==> src/rtl/alu_serial_pkg.sv <==
// Shared definitions for the bit-serial ALU engine: op codes, FSM states,
// and small op-classification helpers.
package alu_serial_pkg;

    localparam logic [3:0] OP_AND  = 4'b0000;
    localparam logic [3:0] OP_OR   = 4'b0001;
    localparam logic [3:0] OP_XOR  = 4'b0010;
    localparam logic [3:0] OP_ADD  = 4'b0011;
    localparam logic [3:0] OP_SUB  = 4'b0100;
    localparam logic [3:0] OP_SLT  = 4'b0101;
    localparam logic [3:0] OP_SLTU = 4'b0110;

    typedef enum logic [1:0] {
        IDLE = 2'b00,
        RUN  = 2'b01,
        DONE = 2'b10
    } state_t;

    function automatic logic op_legal(input logic [3:0] op);
        return (op[3] == 1'b0) && (op[2:0] != 3'b111);
    endfunction

    function automatic logic op_is_cmp(input logic [3:0] op);
        return (op == OP_SLT) || (op == OP_SLTU);
    endfunction

    function automatic logic op_is_arith(input logic [3:0] op);
        return (op == OP_ADD) || (op == OP_SUB) || op_is_cmp(op);
    endfunction

endpackage

==> src/rtl/alu_op_decode.sv <==
// Combinational classification of an incoming op code.
module alu_op_decode
    import alu_serial_pkg::*;
(
    input  logic [3:0] op,
    output logic       legal,
    output logic       cin_init,
    output logic       is_arith,
    output logic       is_cmp
);

    always_comb begin
        legal    = op_legal(op);
        // Subtraction-based ops (SUB/SLT/SLTU) all have op[2]=1 and need cin=1.
        cin_init = legal & op[2];
        is_arith = op_is_arith(op);
        is_cmp   = op_is_cmp(op);
    end

endmodule

==> src/rtl/alu_serial_engine.sv <==
// Drives an external 1-bit ALU slice LSB-first for WIDTH cycles, chaining the
// carry through a register, and returns the assembled result with flags.
module alu_serial_engine
    import alu_serial_pkg::*;
#(
    parameter int WIDTH = 32
) (
    input  logic             clk,
    input  logic             rst_n,
    input  logic             req_valid,
    output logic             req_ready,
    input  logic [3:0]       req_op,
    input  logic [WIDTH-1:0] req_a,
    input  logic [WIDTH-1:0] req_b,
    output logic             rsp_valid,
    input  logic             rsp_ready,
    output logic [WIDTH-1:0] rsp_result,
    output logic             rsp_carry,
    output logic             rsp_overflow,
    output logic             rsp_zero,
    output logic             rsp_err,
    output logic             slice_a,
    output logic             slice_b,
    output logic [3:0]       slice_op,
    output logic             slice_cin,
    input  logic             slice_sum,
    input  logic             slice_cout,
    input  logic             slice_ovf,
    input  logic             slice_set
);

    localparam int CNT_W = $clog2(WIDTH);
    localparam logic [CNT_W-1:0] LAST_BIT = CNT_W'(WIDTH - 1);

    state_t             state_reg, state_next;
    logic [WIDTH-1:0]   a_reg, b_reg, result_reg, result_next;
    logic [3:0]         op_reg;
    logic               carry_reg;
    logic               arith_reg, cmp_reg;
    logic [CNT_W-1:0]   bit_reg;

    logic               dec_legal, dec_cin, dec_arith, dec_cmp;
    logic               accept, last_bit;
    logic [WIDTH-1:0]   final_result;

    alu_op_decode u_decode (
        .op       (req_op),
        .legal    (dec_legal),
        .cin_init (dec_cin),
        .is_arith (dec_arith),
        .is_cmp   (dec_cmp)
    );

    assign accept   = (state_reg == IDLE) && req_valid;
    assign last_bit = (state_reg == RUN) && (bit_reg == LAST_BIT);

    // Merge the current slice bit into the partial result.
    generate
        for (genvar gi = 0; gi < WIDTH; gi++) begin : g_merge
            assign result_next[gi] = ((state_reg == RUN) && (bit_reg == CNT_W'(gi)))
                                     ? slice_sum : result_reg[gi];
        end
    endgenerate

    assign final_result = cmp_reg ? {{(WIDTH-1){1'b0}}, slice_set} : result_next;

    always_ff @(posedge clk or negedge rst_n) begin
        if (!rst_n) state_reg <= IDLE;
        else        state_reg <= state_next;
    end

    always_comb begin
        state_next = state_reg;
        req_ready  = 1'b0;
        rsp_valid  = 1'b0;
        slice_a    = 1'b0;
        slice_b    = 1'b0;
        slice_op   = 4'b0000;
        slice_cin  = 1'b0;
        case (state_reg)
            IDLE: begin
                req_ready = 1'b1;
                if (req_valid) state_next = dec_legal ? RUN : DONE;
            end
            RUN: begin
                slice_a   = a_reg[bit_reg];
                slice_b   = b_reg[bit_reg];
                slice_op  = op_reg;
                slice_cin = carry_reg;
                if (bit_reg == LAST_BIT) state_next = DONE;
            end
            DONE: begin
                rsp_valid = 1'b1;
                if (rsp_ready) state_next = IDLE;
            end
            default: state_next = IDLE;
        endcase
    end

    always_ff @(posedge clk or negedge rst_n) begin
        if (!rst_n) begin
            a_reg        <= '0;
            b_reg        <= '0;
            op_reg       <= 4'b0000;
            carry_reg    <= 1'b0;
            arith_reg    <= 1'b0;
            cmp_reg      <= 1'b0;
            bit_reg      <= '0;
            result_reg   <= '0;
            rsp_result   <= '0;
            rsp_carry    <= 1'b0;
            rsp_overflow <= 1'b0;
            rsp_zero     <= 1'b0;
            rsp_err      <= 1'b0;
        end else if (accept) begin
            // Illegal ops report err with every other flag cleared, zero included.
            rsp_result   <= '0;
            rsp_carry    <= 1'b0;
            rsp_overflow <= 1'b0;
            rsp_zero     <= 1'b0;
            rsp_err      <= ~dec_legal;
            if (dec_legal) begin
                a_reg      <= req_a;
                b_reg      <= req_b;
                op_reg     <= req_op;
                carry_reg  <= dec_cin;
                arith_reg  <= dec_arith;
                cmp_reg    <= dec_cmp;
                bit_reg    <= '0;
                result_reg <= '0;
            end
        end else if (state_reg == RUN) begin
            result_reg <= result_next;
            carry_reg  <= slice_cout;
            if (last_bit) begin
                bit_reg      <= '0;
                rsp_result   <= final_result;
                rsp_carry    <= arith_reg & slice_cout;
                rsp_overflow <= arith_reg & slice_ovf;
                rsp_zero     <= (final_result == '0);
            end else begin
                bit_reg <= bit_reg + 1'b1;
            end
        end
    end

endmodule

==> config.mk <==
export PLATFORM = sky130hd
export DESIGN_NAME = alu_serial_engine
export DESIGN_NICKNAME = d
export VERILOG_FILES = /design/src/rtl/alu_serial_pkg.sv /design/src/rtl/alu_op_decode.sv /design/src/rtl/alu_serial_engine.sv
export SDC_FILE = /design/constraint.sdc
export NUM_CORES = 1
export LEC_CHECK = 0
export BUFFER_PORTS_ARGS = -buffer_cell sky130_fd_sc_hd__buf_2
export CAP_MARGIN = 5
export CORE_AREA = 4 4 114 116
export CTS_CLUSTER_DIAMETER = 60
export DETAILED_ROUTE_END_ITERATION = 6
export DIE_AREA = 0 0 118 120
export HOLD_SLACK_MARGIN = 0.15
export PLACE_DENSITY = 0.83
export SLEW_MARGIN = 10
export SYNTH_ARGS = -nofsm -noshare
export SYNTH_HDL_FRONTEND = slang
export SYNTH_SLANG_ARGS = --single-unit
export TNS_END_PERCENT = 10
==> constraint.sdc <==
create_clock -name clk -period 5.15 [get_ports clk]
set_input_delay 0.515 -clock clk [delete_from_list [all_inputs] [get_ports clk]]
set_output_delay 0.515 -clock clk [all_outputs]
set_load 0.05 [all_outputs]
======== Yosys cells after proc, flatten, opt, wreduce, memory -nomap -nowiden ========
Index checks and enable logic that the tools add are counted.
storage, ports and cells
  register bits after elaboration ......... 146
  input bits .............................. 76
  output and inout bits ................... 45
  word-level logic and storage cells ...... 179
cells by class
  add/subtract/negate cells ............... 1
  magnitude comparators ................... 1
  equal/unequal tests ..................... 42
  multiplexer cells ....................... 70
  bitwise operators ....................... 5
  reduce and logical (&&, ||, !) cells .... 46
operators by type and width
  cell                                                         number
  two-way mux 32 bit                                           7
  == test 5 bit (second input constant)                        16
  two-way mux 1 bit                                            51
  == test 5 x 4 -> 1 bit (second input constant)               8
  logical AND 1 bit                                            34
  zero test 32 bit                                             1
  == test 5 x 3 -> 1 bit (second input constant)               4
  two-way mux 5 bit                                            4
  == test 4 x 3 -> 1 bit (second input constant)               3
  binary-select mux 1 bit (select 5 bit)                       2
  == test 5 x 2 -> 1 bit (second input constant)               2
  two-way mux 2 bit                                            4
  less-than comparator 5 x 6 -> 1 bit (second input constant)  1
  != test 2 bit (second input constant)                        3
  case mux 2 bit (3 select lines)                              1
  AND reduction 2 bit                                          3
  adder 5 x 1 -> 5 bit (second input constant)                 1
  == test 5 x 1 -> 1 bit (second input constant)               1
  zero test 5 bit                                              1
  == test 4 x 2 -> 1 bit (second input constant)               1
  two-way mux 4 bit                                            1
  nonzero test 2 bit                                           2
  AND 1 bit                                                    3
  logical OR 1 bit                                             3
  other kinds (7)                                              8

======== Logic depth before layout (Yosys ltp) ========
Gate-level depths: netlist of the first run.
  depth in word-level cells ............... 8
  gate-level depth with buffers ........... 11
  mapped depth without buffers ............ 9

======== Modules after synthesis ========
From an unflattened synthesis of the first run, not the netlist that was laid out.
unflattened totals
  cells, all modules ...................... 801
  area total of the unflattened synthesis .. 7,194.4 µm²
by module, submodules not included
  module             times used  cells each  area each (µm²)  seq. area each (µm²)
  alu_serial_engine  1           793         7,138.1          3,628.5
  alu_op_decode      1           8           56.3             0.0

======== Worst setup path before layout of the first run ========
No wires, ideal clock.
  path kind ............................... register to output
  start ................................... register bit_reg[1]
  end ..................................... output slice_b
  data arrival time ....................... 2.164 ns
  data required time ...................... 4.635 ns
  setup slack ............................. 2.471 ns
  stages on the path, launching flop included .. 7
  buffers on the path ..................... 2
  cells stage by stage .................... dfrtp_1 > buf_2 > buf_1 > mux4_2 > mux4_2 > nand2_1 > a21oi_1
on the way
  word-level cells in the longest chain between the ends .. 3
ends and longest elaborated chain
  element                                  line                      text
  start: declaration                       alu_serial_engine.sv:40   logic [CNT_W-1:0] bit_reg;
  start signal: assignment                 alu_serial_engine.sv:142  bit_reg <= bit_reg + 1'b1;
  binary-select mux 1 bit (select 5 bit)   alu_serial_engine.sv:87   slice_b = b_reg[bit_reg];
  two-way mux 1 bit (implied by the code)  alu_serial_engine.sv:87
  two-way mux 1 bit                        alu_serial_engine.sv:80   case (state_reg)
  end: declaration                         alu_serial_engine.sv:23   output logic slice_b,
Every way passes these cells. The select of a mux whose other input is x is not followed.

======== Final worst setup path of the first run ========
  start ................................... register bit_reg[0]
  end ..................................... output slice_a
on the way
  word-level cells in the longest chain between the ends .. 3
ends and longest elaborated chain
  element                                  line                     text
  binary-select mux 1 bit (select 5 bit)   alu_serial_engine.sv:86  slice_a = a_reg[bit_reg];
  two-way mux 1 bit (implied by the code)  alu_serial_engine.sv:86
  two-way mux 1 bit                        alu_serial_engine.sv:80
  end: declaration                         alu_serial_engine.sv:22  output logic slice_a,
Every way passes these cells. The select of a mux whose other input is x is not followed.

==> results of run 1 <==
## final cells by class
type	count	area, um2
clock buffers	21	460
clock inverters	10	135
fillers	870	3570
inverters	14	52.6
multi-input cells	441	3220
flip-flops and latches	145	3630
well taps	147	184
repair buffers	127	659
## kinds of logic (layout without fill, tap and decap cells)
family / Yosys count / in the layout / synth area share [%]
muxes: 102 / 102 / 19.1
xor gates and xnor gates: 1 / 1 / 0.123
and+or+nand+nor: 183 / 183 / 12.3
DFF: 145 / 145 / 51.0
adders and majority gates: 6 / 6 / 1.06
AOI/OAI and AO/OA: 149 / 149 / 12.5
buffers and inverters: 61 / 172 / 3.94
## synthesized netlist by cell type (3+ instances only)
library cell and number:
mux2_2 68, and2_1 10, nor3_1 7, nor4_1 5, nand3_1 18, o21ai_0 61
a22o_1 12, mux4_2 20, nor2b_1 4, dfrtp_1 145, buf_2 20, o22ai_1 7
inv_1 14, nor4bb_1 3, clkbuf_1 22, mux2i_1 14, a21boi_0 3, a21o_1 9
o31ai_1 5, a21oi_1 35, nand4bb_1 4, nand2_1 67, ha_1 6, and3_1 3
nor2_1 47, a31oi_1 6, nand2b_1 8, buf_6 3
## stage by stage
step	instance area [um2]	cells	utilization (%)
final	8340	905	70.0
after global routing	8340	905	70.0
after CTS	8340	905	70.0
after detailed placement	7740	874	65.0
after global placement	7740	874	65.0
after floorplan	7110	647	-
## power by group through the flow
stage / Sequential (mW) / Combinational [mW] / Clock, mW
6_report: 1.78 / 1.52 / 1.24
5_1_grt: 1.83 / 1.63 / 1.31
4_1_cts: 1.78 / 1.52 / 1.25
3_5_place_dp: 1.79 / 1.49 / 0
3_3_place_gp: 1.76 / 1.42 / 0
2_1_floorplan: 1.61 / 1.29 / 0
## placed cells by master, fill, tap and decap left out, types with 4 or more instances in the layout
cell	synthesis	final
nand2_1	67	67
clkbuf_16	0	17
a31oi_1	6	6
nand3_1	18	17
o22ai_1	7	7
a21oi_1	35	35
nor2b_1	4	4
nor3_1	7	7
inv_1	14	14
a21o_1	9	9
mux2i_1	14	14
mux2_2	68	68
buf_2	20	119
ha_1	6	6
nand2b_1	8	8
o21ai_0	61	61
nor2_1	47	46
dfrtp_1	145	145
nand4bb_1	4	4
mux4_2	20	20
clkinv_2	0	4
a22o_1	12	12
buf_4	1	7
and2_1	10	10
nor4_1	5	5
o31ai_1	5	5
## worst paths after layout
check,start,endpoint,slack (ps),cells after the start
min reg2reg,rsp_result[3],rsp_result[3],470,1
max,bit_reg[0],slice_a,1590,5
max reg2reg,bit_reg[0],rsp_result[7],1690,7
min,rst_n,rsp_result[28],240,1
max in group asynchronous,rst_n,b_reg[2],3850,2
min in group clk,req_b[18],b_reg[18],320,2
## worst max-delay path: stages (launching register included)
cell and delay, ps:
dfrtp_1 1070, mux4_2 610, mux4_2 510, nand2_1 100, a21oi_1 80, buf_2 230
## per-layer routing
metal	global-route usage (%)	wire (um)
met1	30.9	6780
met5	0	0
met2	43.8	8910
met4	10.7	409
met3	7.87	1530
==> results.md, run 1 <==
* Status: finished, final reports clean
* Tot Pwr at approximately 4.5 mW
* Wire length per cell at around 19 um
* Post-CTS sizing at 0
* Synth warn at 0
* WP data arrival at 3050 ps
* Combinational power share at 33.4%
* Ports at between 100 and 150
* Kind of critical path: reg -> out
* Via count at approximately 5500
* CTS tree: done
* F_max at around 280 MHz
* Yosys cell types at 45
* Htree depth at 4
* Setup TNS Final at 0 ps
* Maximum root-to-sink buffer count at 2
* GRT Residual Overflow at 0
* Top cell type's share of synthesized area at 51.0%
* Yosys top cell by area: dfrtp_1
* Syn_area_per_cell at around 11 um2
* Inserted Diodes at 0
* Maximum vdd drop at around 350 uV
* Starting Density at between 50% and 60%
* DIE WIDTH at around 120 um
* Worst setup SP type: register
* Clk root buf: clkbuf_16
* Pre-CTS setup slack at 1650 ps
* Layout cell share with drive strength beyond 1 at 33.0%
* CTS sink count at 145
* Initial antenna violation count at 0
* Setup bufs post-CTS at 0
* CTS clk-pin slew, worst paths at ~60 ps
* Largest net degree at the start of global routing at about 110
* Vias in the first global route at 5621
* Ys async rst share at 100%
* Clk_lat worst skew at between 400 and 500 ps
* Syn nets at 729
* Die Height at about 120 um
* Top_reg_cell synth: dfrtp_1
* Hold_buf cts at 0
* Sequential share of power at between 30 and 40%
* Hold WC Path Type: in -> async
* Fin. Hold Viols at 0
* Cells after Synth at about 650
* Power per cell area at 545 nW/um2
* Synth Cell Area at 7110 um2
* Row count at 40
* Switching share of power at 34.2%
* WL final at roughly 18 mm
* RSZ-0062 raised after global routing: false
* Final setup viols at 0
* Post-route ant nets at 0
* First-pass GRT wire length at between 20 and 30 mm
* Max Cap Violations at 0
* Worst Path Required at about 4600 ps
* EDFF count, synth at 0
* Final worst slack at 1590 ps
* Worst-path fanout max at 20
* Clock share of power at between 20% and 30%
* GRT Total Usage at 25.9%
* Nets at slightly above 800
* Final hold slack at about 240 ps
* Synthesis-to-layout area growth at 17.2%
* DRC violations left at 0
* Pre-antenna DRT Iters at 7
* Hpwl dp at roughly 12 mm
* Register area share after synthesis at between 50% and 60%
* Crit. End Element: primary output
* Minimum clock period at 3560 ps
* Core ar. at about 12000 um2
* Tcrit/Tclk final at 69.2%
* Port buffer count at 120
* Worst clock skew at approximately 6 ps
* Area contributors post-synth: dfrtp_1 51%, mux2_2 11%, mux4_2 6.3%
* Slew Limit Fails at 0
* Yosys reg bits at 145
* Slew margin rel. at 26.1%
* LEAKAGE at 3.93 nW
* GP Congestion at between 0.8 and 0.9
* Drt via density at 6.04
* Worst-Margin Slew at about 1100 ps
* Internal Pwr Total at 2.99 mW
* CTS Buf Count at 17
* Die ar. at between 10000 and 15000 um2
* P_sw at approximately 1.6 mW
* Detailed Route Iter0 Violations at 408
No activity file was read; power rests on OpenSTA's default activity.
==> run 2: changes to the inputs <==
--- a/config.mk
+++ b/config.mk
@@ -7,12 +7,12 @@
 export LEC_CHECK = 0
 export BUFFER_PORTS_ARGS = -buffer_cell sky130_fd_sc_hd__buf_2
 export CAP_MARGIN = 5
-export CORE_AREA = 4 4 114 116
+export CORE_AREA = 4 4 124 126
 export CTS_CLUSTER_DIAMETER = 60
 export DETAILED_ROUTE_END_ITERATION = 6
-export DIE_AREA = 0 0 118 120
+export DIE_AREA = 0 0 128 130
 export HOLD_SLACK_MARGIN = 0.15
-export PLACE_DENSITY = 0.83
+export PLACE_DENSITY = 0.74
 export SLEW_MARGIN = 10
 export SYNTH_ARGS = -nofsm -noshare
 export SYNTH_HDL_FRONTEND = slang
==> constraint.sdc (replaced) <==
create_clock -name clk -period 2.95 [get_ports clk]
set_input_delay 0.295 -clock clk [delete_from_list [all_inputs] [get_ports clk]]
set_output_delay 0.295 -clock clk [all_outputs]
set_load 0.05 [all_outputs]
==> results.md, run 2 (same netlist as run 1, synthesis figures left out) <==
* Htree depth at 4 (unchanged)
* Crit. End Element: primary output
* WL final at 19.4 mm (+9.9%)
* Hpwl dp at 12.8 mm (+9.3%)
* P_sw at 2.83 mW (+82%)
* Critical R2R Capture: rsp_zero
* R2r setup slk at 550 ps (-1140 ps)
* Combinational power share at 35.7% (+2.3 points)
* Post-CTS sizing at 0 (unchanged)
* Failing checks: design-rule violations
* Max Cap Violations at 0 (unchanged)
* Setup TNS Final at 0 ps (unchanged)
* Worst clock skew at 9.43 ps (+3.39 ps)
* CTS tree: done
* Fin. Hold Viols at 0 (unchanged)
* Fill cells at 1114 (+28%)
* WP data arrival at 2570 ps (-480 ps)
* Most frequent cells in the layout: 145 x dfrtp_1, 119 x buf_2, 68 x mux2_2
* Status: finished, violations left
* Kind of critical path: reg -> out
* RSZ-0062 raised after global routing: false
* CTS Buf Count at 17 (unchanged)
* Die ar. at 16600 um2 (+18%)
* Inserted Diodes at 0 (unchanged)
* Pre-antenna DRT Iters at 7 (unchanged)
* Slew Limit Fails at 0 (unchanged)
* Wire length per cell at 19.0 um (-2.6%)
* Internal Pwr Total at 5.27 mW (+76%)
* Worst Path Required at 2650 ps (-1990 ps)
* Multi-input combinational cell area at 3220 um2 (unchanged)
* R2R depth at 7 (unchanged)
* Tcrit/Tclk final at between 90% and 100%
* Switching share of power at 35.0% (+0.78 points)
* Vias in the first global route at 6048 (+7.6%)
* Clock share of power at 26.8% (-0.6 points)
* Row count at 44 (+10%)
* Port buffer count at 120 (unchanged)
* GRT Total Usage at 24.4% (-1.4 points)
* Synthesis-to-layout area growth at 29.0%
* Nets at 906 (+9.4%)
* Core ar. at 14300 um2 (+20%)
* Crit path capture: slice_a
* F_max at 349 MHz
* Detailed Route Iter0 Violations at 433 (+6.1%)
* Clk root buf: clkbuf_16
* Sequential share of power at 37.5% (-1.8 points)
* CTS sink count at 145 (unchanged)
* Die Height at 130 um (+8.3%)
* Ports at 121 (unchanged)
* GRT Residual Overflow at 0 (unchanged)
* LEAKAGE at 4.27 nW (+8.6%)
* Hold WC Path Type: in -> reg
* Power per cell area at 883 nW/um2 (+62%)
* Drt via density at 5.72 (-5.2%)
* Minimum clock period at about 2900 ps
* CTS clk-pin slew, worst paths at 60 ps (about the same)
* CP startpoint: bit_reg[0]
* Starting Density at 49.7% (-10 points)
* Via count at 5840 (+6.9%)
* Initial antenna violation count at 0 (unchanged)
* GP Congestion at 0.891 (+3.5%)
* Maximum vdd drop at 562 uV (+59%)
* Largest net degree at the start of global routing at 73 (-34%)
* Slew margin rel. at 53.8% (+28 points)
* Worst setup SP type: register
* First-pass GRT wire length at 31.6 mm (+9.3%)
* Post-route ant nets at 0 (unchanged)
* DRC violations left at 1 (+1)
* Tot Pwr at 8.10 mW (+78%)
* RR Startpoint: bit_reg[2]
* Clk_lat worst skew at 430 ps (about the same)
* Layout cell share with drive strength beyond 1 at 31.4% (-1.6 points)
* Most common cell after layout, fill and taps aside: dfrtp_1
* Maximum root-to-sink buffer count at 2 (unchanged)
* Worst-Margin Slew at 693 ps (-415 ps)
* Register area at 3630 um2 (unchanged)
* Final setup viols at 0 (unchanged)
* Worst-path fanout max at 16 (-20%)
* DIE WIDTH at 128 um (+8.5%)
run 2: how the worst min path moves through the flow:
stage | from | endpoint | slack [ps] | cells past startpoint
5_1_grt | req_op[2] | op_reg[2] | 170 | 2
6_report | req_op[0] | op_reg[0] | 170 | 2
2_1_floorplan | rst_n | a_reg[0] | -0.6 | 0
4_1_cts | req_op[0] | op_reg[0] | 150 | 2
3_5_place_dp | rst_n | rsp_result[28] | 350 | 1
3_3_place_gp | rst_n | rsp_result[30] | 330 | 1
run 2: per-stage QoR:
step                      worst slack [ps]  hold slack [ps]  utilization [%]  cell area (um2)  instances
after floorplan                        491           -0.591                -             7110        647
after global placement                 603              331             55.3             7910        922
after detailed placement               540              352             55.3             7910        922
after CTS                             62.8              153             64.1             9180       1021
after global routing                  4.87              166             64.1             9180       1021
final                                 87.9              170             64.1             9180       1021
run 2: area by class of cell:
| type | instances | area share, % |
|---|---|---|
| Sequential cell | 145 | 39.5 |
| Tap cell | 184 | 2.51 |
| Timing Repair Buffer | 205 | 15.8 |
| Multi-Input combinational cell | 441 | 35.1 |
| Inverter | 14 | 0.573 |
| Clock buffer | 19 | 4.83 |
| Clock inverter | 13 | 1.64 |
run 2: power by group through the flow:
| stage | clock [mW] | combinational [mW] | sequential, mW |
|---|---|---|---|
| floorplan | 0 | 2.25 | 2.82 |
| global placement | 0 | 2.69 | 3.02 |
| detailed placement | 0 | 2.80 | 3.06 |
| CTS | 2.20 | 2.88 | 3.02 |
| global route | 2.29 | 3.13 | 3.11 |
| finish | 2.17 | 2.90 | 3.04 |
run 2: metal layers:
metal / track usage [%] / part of all wire [%] / routed length, um / up-vias
met2: 41.9 / 51 / 9810 / 204
met4: 8.24 / 2.2 / 431 / 0
met5: 0 / 0 / 0 / -
li1: - / - / - / 2681
met1: 30.2 / 41 / 7910 / 2914
met3: 6.55 / 6.4 / 1230 / 41
run 2: critical path: stages, from the launching register on:
cell     delay (ps)
dfrtp_1         460
buf_12          220
mux4_2          530
mux4_2          490
nand2_1          80
a21oi_1          90
buf_2           250
run 2: timing repair:
action,in CTS,in global routing
buffers inserted,0,0
hold endpoints to repair,136,0
hold buffers,67,0
